--- src/rtl/muldiv_seq.sv ---
// muldiv_seq: iterative multiply/divide sequencer.
// Borrows the external 32-bit ALU for every add/subtract. Multiply is
// shift-and-add, divide is restoring division, and each takes 32 steps.
// Carry and borrow are rebuilt from the operand and result MSBs, so the
// ALU overflow flag is not used.
// Optional build macro MULDIV_SIGNED_EN adds signed operation (op[1]).
// Signed operands are converted to their magnitudes at capture, and one
// FIX cycle then corrects the result signs.
//
// state       | meaning
// S_IDLE      | waiting for start; ALU driven with 0 + 0
// S_MUL_STEP  | one shift-and-add step per cycle, 32 steps
// S_DIV_CHECK | divisor routed through the ALU to test for zero
// S_DIV_STEP  | one restoring-division step per cycle, 32 steps
// S_FIX       | sign correction of a signed result (feature only)
// S_DONE      | one-cycle done pulse, then back to S_IDLE
module muldiv_seq #(
  parameter int         WIDTH    = 32,
  parameter logic [2:0] ADD_CODE = 3'b010,
  parameter logic [2:0] SUB_CODE = 3'b110
) (
  input  logic             clk,
  input  logic             reset,
  input  logic             start,
  input  logic [1:0]       op,
  input  logic [WIDTH-1:0] src_a,
  input  logic [WIDTH-1:0] src_b,
  output logic             busy,
  output logic             done,
  output logic             div_by_zero,
  output logic [WIDTH-1:0] hi,
  output logic [WIDTH-1:0] lo,
  output logic [WIDTH-1:0] ula_a,
  output logic [WIDTH-1:0] ula_b,
  output logic [2:0]       ula_control,
  input  logic [WIDTH-1:0] ula_y,
  input  logic             ula_zero,
  input  logic             ula_overflow
);

  localparam int            CW        = $clog2(WIDTH);
  localparam logic [CW-1:0] LAST_STEP = CW'(WIDTH - 1);

  typedef enum logic [2:0] {
    S_IDLE,
    S_MUL_STEP,
    S_DIV_CHECK,
    S_DIV_STEP,
`ifdef MULDIV_SIGNED_EN
    S_FIX,
`endif
    S_DONE
  } state_t;

  state_t           state;
  state_t           state_nx;
  state_t           after_steps;
  logic [CW-1:0]    step;
  logic [WIDTH-1:0] mcand;
  logic [WIDTH-1:0] divisor;
  logic [WIDTH-1:0] cap_a;
  logic [WIDTH-1:0] cap_b;
  logic [WIDTH-1:0] dbz_hi;
  logic             a_msb;
  logic             b_msb;
  logic             y_msb;
  logic             carry;
  logic             borrow;
  logic             take_sub;
  logic             unused_inputs;

`ifdef MULDIV_SIGNED_EN
  logic op_signed;
  logic op_div;
  logic sign_a;
  logic sign_b;
  logic req_signed;

  // Signed requests are converted to magnitudes by a local negator, so the
  // ALU is free for the iteration itself.
  assign req_signed    = op[1];
  assign cap_a         = (req_signed && src_a[WIDTH-1]) ? -src_a : src_a;
  assign cap_b         = (req_signed && src_b[WIDTH-1]) ? -src_b : src_b;
  // lo holds the dividend magnitude, so a zero divisor restores the original.
  assign dbz_hi        = sign_a ? -lo : lo;
  assign after_steps   = op_signed ? S_FIX : S_DONE;
  assign unused_inputs = ula_overflow;
`else
  assign cap_a         = src_a;
  assign cap_b         = src_b;
  assign dbz_hi        = lo;
  assign after_steps   = S_DONE;
  assign unused_inputs = ^{ula_overflow, op[1]};
`endif

  assign busy = (state != S_IDLE);
  assign done = (state == S_DONE);

  // Unsigned carry-out and borrow rebuilt from the operand and result MSBs.
  assign a_msb    = ula_a[WIDTH-1];
  assign b_msb    = ula_b[WIDTH-1];
  assign y_msb    = ula_y[WIDTH-1];
  assign carry    = (a_msb & b_msb) | ((a_msb | b_msb) & ~y_msb);
  assign borrow   = (~a_msb & b_msb) | ((~a_msb | b_msb) & y_msb);
  // The shifted-out remainder bit means the partial remainder exceeds any divisor.
  assign take_sub = hi[WIDTH-1] | ~borrow;

  // State register.
  always_ff @(posedge clk) begin
    if (reset) state <= S_IDLE;
    else       state <= state_nx;
  end

  // Next-state decode and ALU operand/control selection.
  always_comb begin
    state_nx    = state;
    ula_a       = '0;
    ula_b       = '0;
    ula_control = ADD_CODE;
    case (state)
      S_IDLE: begin
        if (start) state_nx = op[0] ? S_DIV_CHECK : S_MUL_STEP;
      end
      S_MUL_STEP: begin
        ula_a = hi;
        ula_b = lo[0] ? mcand : '0;
        if (step == LAST_STEP) state_nx = after_steps;
      end
      S_DIV_CHECK: begin
        ula_a    = divisor;
        state_nx = ula_zero ? S_DONE : S_DIV_STEP;
      end
      S_DIV_STEP: begin
        ula_a       = {hi[WIDTH-2:0], lo[WIDTH-1]};
        ula_b       = divisor;
        ula_control = SUB_CODE;
        if (step == LAST_STEP) state_nx = after_steps;
      end
`ifdef MULDIV_SIGNED_EN
      S_FIX: state_nx = S_DONE;
`endif
      S_DONE:  state_nx = S_IDLE;
      default: state_nx = S_IDLE;
    endcase
  end

  // Operand capture, iteration datapath and result registers.
  always_ff @(posedge clk) begin
    if (reset) begin
      hi          <= '0;
      lo          <= '0;
      mcand       <= '0;
      divisor     <= '0;
      step        <= '0;
      div_by_zero <= 1'b0;
`ifdef MULDIV_SIGNED_EN
      op_signed   <= 1'b0;
      op_div      <= 1'b0;
      sign_a      <= 1'b0;
      sign_b      <= 1'b0;
`endif
    end else begin
      case (state)
        S_IDLE: begin
          if (start) begin
            div_by_zero <= 1'b0;
            step        <= '0;
            hi          <= '0;
            if (op[0]) begin
              lo      <= cap_a;
              divisor <= cap_b;
            end else begin
              lo    <= cap_b;
              mcand <= cap_a;
            end
`ifdef MULDIV_SIGNED_EN
            op_signed <= req_signed;
            op_div    <= op[0];
            sign_a    <= req_signed & src_a[WIDTH-1];
            sign_b    <= req_signed & src_b[WIDTH-1];
`endif
          end
        end
        S_MUL_STEP: begin
          {hi, lo} <= {carry, ula_y, lo[WIDTH-1:1]};
          step     <= step + CW'(1);
        end
        S_DIV_CHECK: begin
          if (ula_zero) begin
            hi          <= dbz_hi;
            lo          <= '1;
            div_by_zero <= 1'b1;
          end
        end
        S_DIV_STEP: begin
          if (take_sub) begin
            hi <= ula_y;
            lo <= {lo[WIDTH-2:0], 1'b1};
          end else begin
            hi <= ula_a;
            lo <= {lo[WIDTH-2:0], 1'b0};
          end
          step <= step + CW'(1);
        end
`ifdef MULDIV_SIGNED_EN
        S_FIX: begin
          if (op_div) begin
            if (sign_a ^ sign_b) lo <= -lo;
            if (sign_a)          hi <= -hi;
          end else if (sign_a ^ sign_b) begin
            {hi, lo} <= -{hi, lo};
          end
        end
`endif
        default: ;
      endcase
    end
  end

endmodule

--- config.mk ---
export PLATFORM = sky130hd
export DESIGN_NAME = muldiv_seq
export DESIGN_NICKNAME = d
export VERILOG_FILES = /design/src/rtl/muldiv_seq.sv
export SDC_FILE = /design/constraint.sdc
export NUM_CORES = 1
export LEC_CHECK = 0
export ABC_CLOCK_PERIOD_IN_PS = 2000
export CORE_MARGIN = 5
export CORE_UTILIZATION = 40
export CTS_CLUSTER_SIZE = 16
export DETAILED_ROUTE_END_ITERATION = 7
export GPL_TIMING_DRIVEN = 0
export HOLD_SLACK_MARGIN = 0.05
export PLACE_DENSITY_LB_ADDON = 0.3
export REMOVE_ABC_BUFFERS = 1
export SKIP_LAST_GASP = 1
export SLEW_MARGIN = 20
export SYNTH_ARGS = -nofsm -noshare
export SYNTH_HDL_FRONTEND = slang
export SYNTH_SLANG_ARGS = --single-unit
export TNS_END_PERCENT = 20
--- constraint.sdc ---
create_clock -name clk -period 2 [get_ports clk]
set_input_delay 0.2 -clock clk [delete_from_list [all_inputs] [get_ports clk]]
set_output_delay 0.2 -clock clk [all_outputs]
set_load 0.01 [all_outputs]
# Word level (Yosys, flattened, before mapping)
# Index checks and enable logic that the tools add are counted.
[totals]
ff_bits = 137
inputBits = 103
output_inout_bits = 134
elab_cells = 64
[classes]
add_sub_neg = 1
eq_ne = 8
mux = 23
bitwise = 13
n_reduce_logical = 12
[op_table]
columns = ["operator", "n"]
rows = [
  ["32-bit one-hot mux with 4 select lines", 2],
  ["32-bit two-way mux", 7],
  ["32-bit one-hot mux with 3 select lines", 1],
  ["32-bit one-hot mux with 2 select lines", 1],
  ["3-bit two-way mux", 4],
  ["3-bit AND reduction", 4],
  ["5-bit one-hot mux with 2 select lines", 1],
  ["3-bit one-hot mux with 3 select lines", 1],
  ["3-bit by 2-bit equality test with 1-bit output, second input constant", 2],
  ["5-bit by 1-bit adder with 5-bit output, second input constant", 1],
  ["5-bit equality test, second input constant", 1],
  ["5-bit two-way mux", 1],
  ["1-bit bitwise OR", 5],
  ["1-bit AND", 4],
  ["2-bit != test, second input constant", 2],
  ["1-bit NOT", 4],
  ["2-bit AND reduction", 2],
  ["2-bit nonzero test", 2],
  ["4-bit nonzero test", 1],
  ["3-bit by 1-bit equality test with 1-bit output, second input constant", 1],
  ["3-bit equality test, second input constant", 1],
  ["3-bit zero test", 1],
  ["1-bit two-way mux", 3],
  ["3-bit nonzero test", 1],
  ["4 further kinds", 4],
]

# Logic depth before layout (Yosys ltp)
[depth]
depth_word = 10
depth_mapped = 10
ltp_nobuf = 7

# Worst setup path after synthesis
# No wires, ideal clock.
[synth_timing]
path_kind = "reg2reg"
start = "reg state[0]"
end = "reg hi[19]"
setup_time_ns = 0.128
arrival_time_ns = 1.662
required_ns = 1.872
slack_ns = 0.209
path_stages_with_launch = 9
path_buffers = 3
period_less_slack_ns = 1.791
path_cell_list = "dfxtp_1 mux2_4 a221oi_2 o21bai_1 buf_2 buf_2 buf_2 nand4b_1 o211ai_1"
[synth_via]
elab_chain_cells = 10
word_cells_on_any_way = 19
classes_between = "eq/ne (5); mux (4); bitwise (7); reduce/logical (3)"
[synth_lines]
columns = ["item", "line_no", "text"]
rows = [
  ["from (decl)", "55", "state_t state;"],
  ["from (signal assigned)", "111", "else state <= state_nx;"],
  ["3-bit by 2-bit equality test with 1-bit output / 3-bit by 1-bit equality test with 1-bit output (equally long branches)", "120, 163", ""],
  ["32-bit one-hot mux with 3 select lines", "120", "case (state)"],
  ["1-bit NOT", "104", "assign borrow = (~a_msb & b_msb) | ((~a_msb | b_msb) & y_msb);"],
  ["1-bit bitwise OR", "104", ""],
  ["1-bit AND", "104", ""],
  ["1-bit bitwise OR", "104", ""],
  ["1-bit NOT", "106", "assign take_sub = hi[WIDTH-1] | ~borrow;"],
  ["1-bit bitwise OR", "106", ""],
  ["32-bit two-way mux", "196", "if (take_sub) begin"],
  ["32-bit one-hot mux with 4 select lines", "163", "case (state)"],
  ["to (signal assigned)", "190", "hi <= dbz_hi;"],
  ["to (signal assigned)", "197", "hi <= ula_y;"],
  ["to (signal assigned)", "200", "hi <= ula_a;"],
  ["to (decl)", "31", "output logic [WIDTH-1:0] hi,"],
]
# Parallel ways exist; a longest one is shown, timed or not.
# A chain may end at the register's enable or synchronous reset.

# Final worst setup path
[layout_timing]
start = "reg state[1]"
end = "out ula_b[13]"
[layout_via]
elab_chain_cells = 2
word_cells_on_any_way = 3
classes_between = "eq/ne (2); mux (1)"
[layout_lines]
columns = ["item", "line_no", "text"]
rows = [
  ["3-bit by 2-bit equality test with 1-bit output / 3-bit by 1-bit equality test with 1-bit output (equally long branches)", "120", ""],
  ["32-bit one-hot mux with 2 select lines *", "120", ""],
  ["to (decl)", "34", "output logic [WIDTH-1:0] ula_b,"],
]
# Every way passes the cells marked *; elsewhere a longest branch is shown, timed or not.

==> flow_summary.yaml <==
outcome:
  status: "complete, but fails checks"
  violations: "DRC, setup timing"
die:
  die_h_um: 153.9
  dieWidth_um: 153.9
  core_um2: 20300
  die_area_um2: 23690
  rows: 52
  ios: 237
  start_util_pct: 40.82
cells_and_area:
  fillers: 1740
  regArea_um2: 2754
  diodes: 0
  multi_input_area_um2: 5464
  instances_no_fill: 1598
  area_growth_pct: 59.24
  final_cell_mix: "a21oi_1, clkdlybuf4s50_1, nand2_1, dfxtp_1"
  final_common_cell: "a21oi_1"
  final_nets: 1421
  drive_gt1_share_pct: 20.93
  design_area_um2: 13190
drt:
  avgRoutedWirePerCell_um: 26.80
  ant_nets: 0
  vias: 10456
  first_pass_iters: 8
  post-route-drc-count: 1
  viasPerCell: 6.543
  wl_um: 42820
  drt_iter0_drc: 1274
timing:
  setup_violations: 188
  fin_ws_ps: -290.1
  tns_ps: -30060
  grt_setup_unrepaired: "yes"
  tightestPinTransition_ps: 1021
  period_share_pct: 114.5
  worst_slew_margin_rel_pct: 31.96
  hold_viol_final: 0
  worst_clock_skew_ps: 9.994
  fmax_ghz: 0.4367
  fin_crit_ps: 2290
  finalMaxSlewViolations: 0
clock_network:
  cts_tree: "done"
  path_clk_slew_ps: 70
  cts_sinks: 137
  clk_path_buf_depth: 2
  clk_latency_ps: 430
  postCtsHoldBufs: 0
  cts_made_buffers: 17
  clock-root-buffer: "clkbuf_16"
  htree_levels: 4
pwr:
  switching_share_pct: 44.43
  pwr-share-seq_pct: 21.4
  power_switching_w: 0.008859
  p_int_w: 0.01108
  total_power_w: 0.01994
  p_comb_share_pct: 61.4
  ir_drop_v: 0.0008353
  leakage_nw: 5.038
  powerDensity_nw_per_um2: 1511
  pwr-share-clk_pct: 17.2
hold_path:
  hold_path.class: "input pin to flip-flop"
synth:
  synthFlopType: "dfxtp_1"
  ys_warn_count: 0
  synth_edf_count: 0
  synthTopCellsByArea: "dfxtp_1, a21oi_1, mux2i_1"
  ys_seq_area_share_pct: 33.10
  synth.cell_area_um2: 8285
  async_flop_share_pct: 0
  ys_seq_elements: 137
  synth_top_area_share_pct: 33.10
  syn_inst: 1056
  synth_area_per_cell_um2: 7.846
  ys_types: 59
  yosys.area.top_type: "dfxtp_1"
run:
  maxCapViolCount: 0
placed_design:
  dp.cells: 1469
  place.gp.congestion: 0.7972
  placed_cell_area_um2: 10960
  dp_hpwl_um: 22190
  io_buffer_count: 232
grt:
  grt_pass1_vias: 9991
  grt_first_pass_wirelength_um: 59200
  grt_max_degree: 64
  gr-total-overflow: 0
  antenna_found_initial: 2
  grt_usage_pct: 31.78
worst_setup_path:
  required_ps: 1800
  critPathKind: "flip-flop to output port"
  critPathArrivalTime_ps: 2090
  cp_max_fo: 6
  start_kind: "flip-flop"
  crit_path_end_kind: "output port"
-- cells in the mapped netlist, drive strengths merged, types with 2 or more instances --
| cell | instances |
|---|---|
| nand4b | 23 |
| a22o | 37 |
| o211ai | 24 |
| a222oi | 6 |
| nand4 | 2 |
| nand2 | 173 |
| mux2i | 65 |
| and3 | 2 |
| o21ai | 8 |
| nand3b | 10 |
| nand2b | 4 |
| inv | 9 |
| mux2 | 2 |
| nor2b | 4 |
| buf | 56 |
| a211oi | 32 |
| o221ai | 31 |
| a32oi | 3 |
| nand3 | 3 |
| conb | 2 |
| a31oi | 10 |
| nor2 | 66 |
| nor3 | 4 |
| o31ai | 2 |
| nand4bb | 22 |
| xor2 | 2 |
| dfxtp | 137 |
| and2 | 3 |
| a221oi | 2 |
| clkbuf | 56 |
| a22oi | 27 |
| ha | 2 |
| a21oi | 215 |
-- final timing paths --
check,start,endpoint,slack [ps],cells after the start
min,reset,mcand[7]$_SDFFE_PP0P_,230,2
max,state[1]$_SDFFE_PP0P_,ula_b[13],-290,8
max reg2reg,state[0]$_SDFFE_PP0P_,lo[30]$_SDFFE_PP0P_,-280,7
min reg2reg,mcand[16]$_SDFFE_PP0P_,mcand[16]$_SDFFE_PP0P_,450,2
-- state kept, by name, indices dropped and copies added, names as in the netlist --
register / count
divisor: 32
hi: 32
lo: 32
mcand: 32
step: 5
state: 3
div_by_zero: 1
-- power by group through the flow --
stage                     clock network [W]  logic (W)  registers [W]
after global routing                0.00356     0.0127        0.00434
after CTS                           0.00343     0.0108        0.00420
final                               0.00343     0.0122        0.00427
after global placement                    0    0.00575        0.00444
after detailed placement                  0    0.00873        0.00448
after floorplan                           0    0.00403        0.00463
-- cell families after synthesis --
kind of cell               count (synthesis)  share of synthesized area [%]
and+or+nand+nor                          319                          19.34
buffers and inverters                    121                          7.007
AOI/OAI and AO/OA                        404                          31.53
other                                      2                        0.09064
adders and majority gates                  3                         0.4379
DFF                                      137                          33.10
xor gates and xnor gates                   3                         0.3172
muxes                                     67                          8.170
-- worst max-delay path, stage by stage, from the launching register on --
cell	delay, ps
dfxtp_4	360
buf_12	140
buf_16	130
nor4bb_4	330
buf_4	190
buf_8	130
buf_12	130
a22o_1	130
buf_2	130
-- metrics by stage --
stage               hold slack (ps)  setup slack [ps]  util (%)
floorplan                     269.1             -3457         -
global placement              441.2             -7364     51.23
detailed placement            447.5             -1244     53.99
CTS                           220.1            -275.6     61.60
global route                  242.0            -344.4     65.00
finish                        231.3            -290.1     65.00
-- final cells by class --
type                       count  area share (%)
sequential                   137           20.87
clock inverter                14           1.498
timing repair buffer         349           29.99
multi-input combinational    801           41.41
tap                          270           2.560
inverter                       9          0.3793
clock buffer                  17           3.224
timing repair inverter         1         0.06638
-- layer usage --
layer / wire, um / track usage, %
met1: 15520 / 38.66
met2: 19440 / 52.79
met3: 5216 / 8.881
met4: 2624 / 13.46
met5: 17 / 0
-- repair_timing --
item / CTS / global route
hold endpoints to repair: 0 / 0
cloned: 17 / 9
pin swaps: 13 / 37
setup buffers: 54 / 21
gates resized for setup: 217 / 80
setup endpoints to repair: 189 / 188
Power figures use the tool's default switching activity.
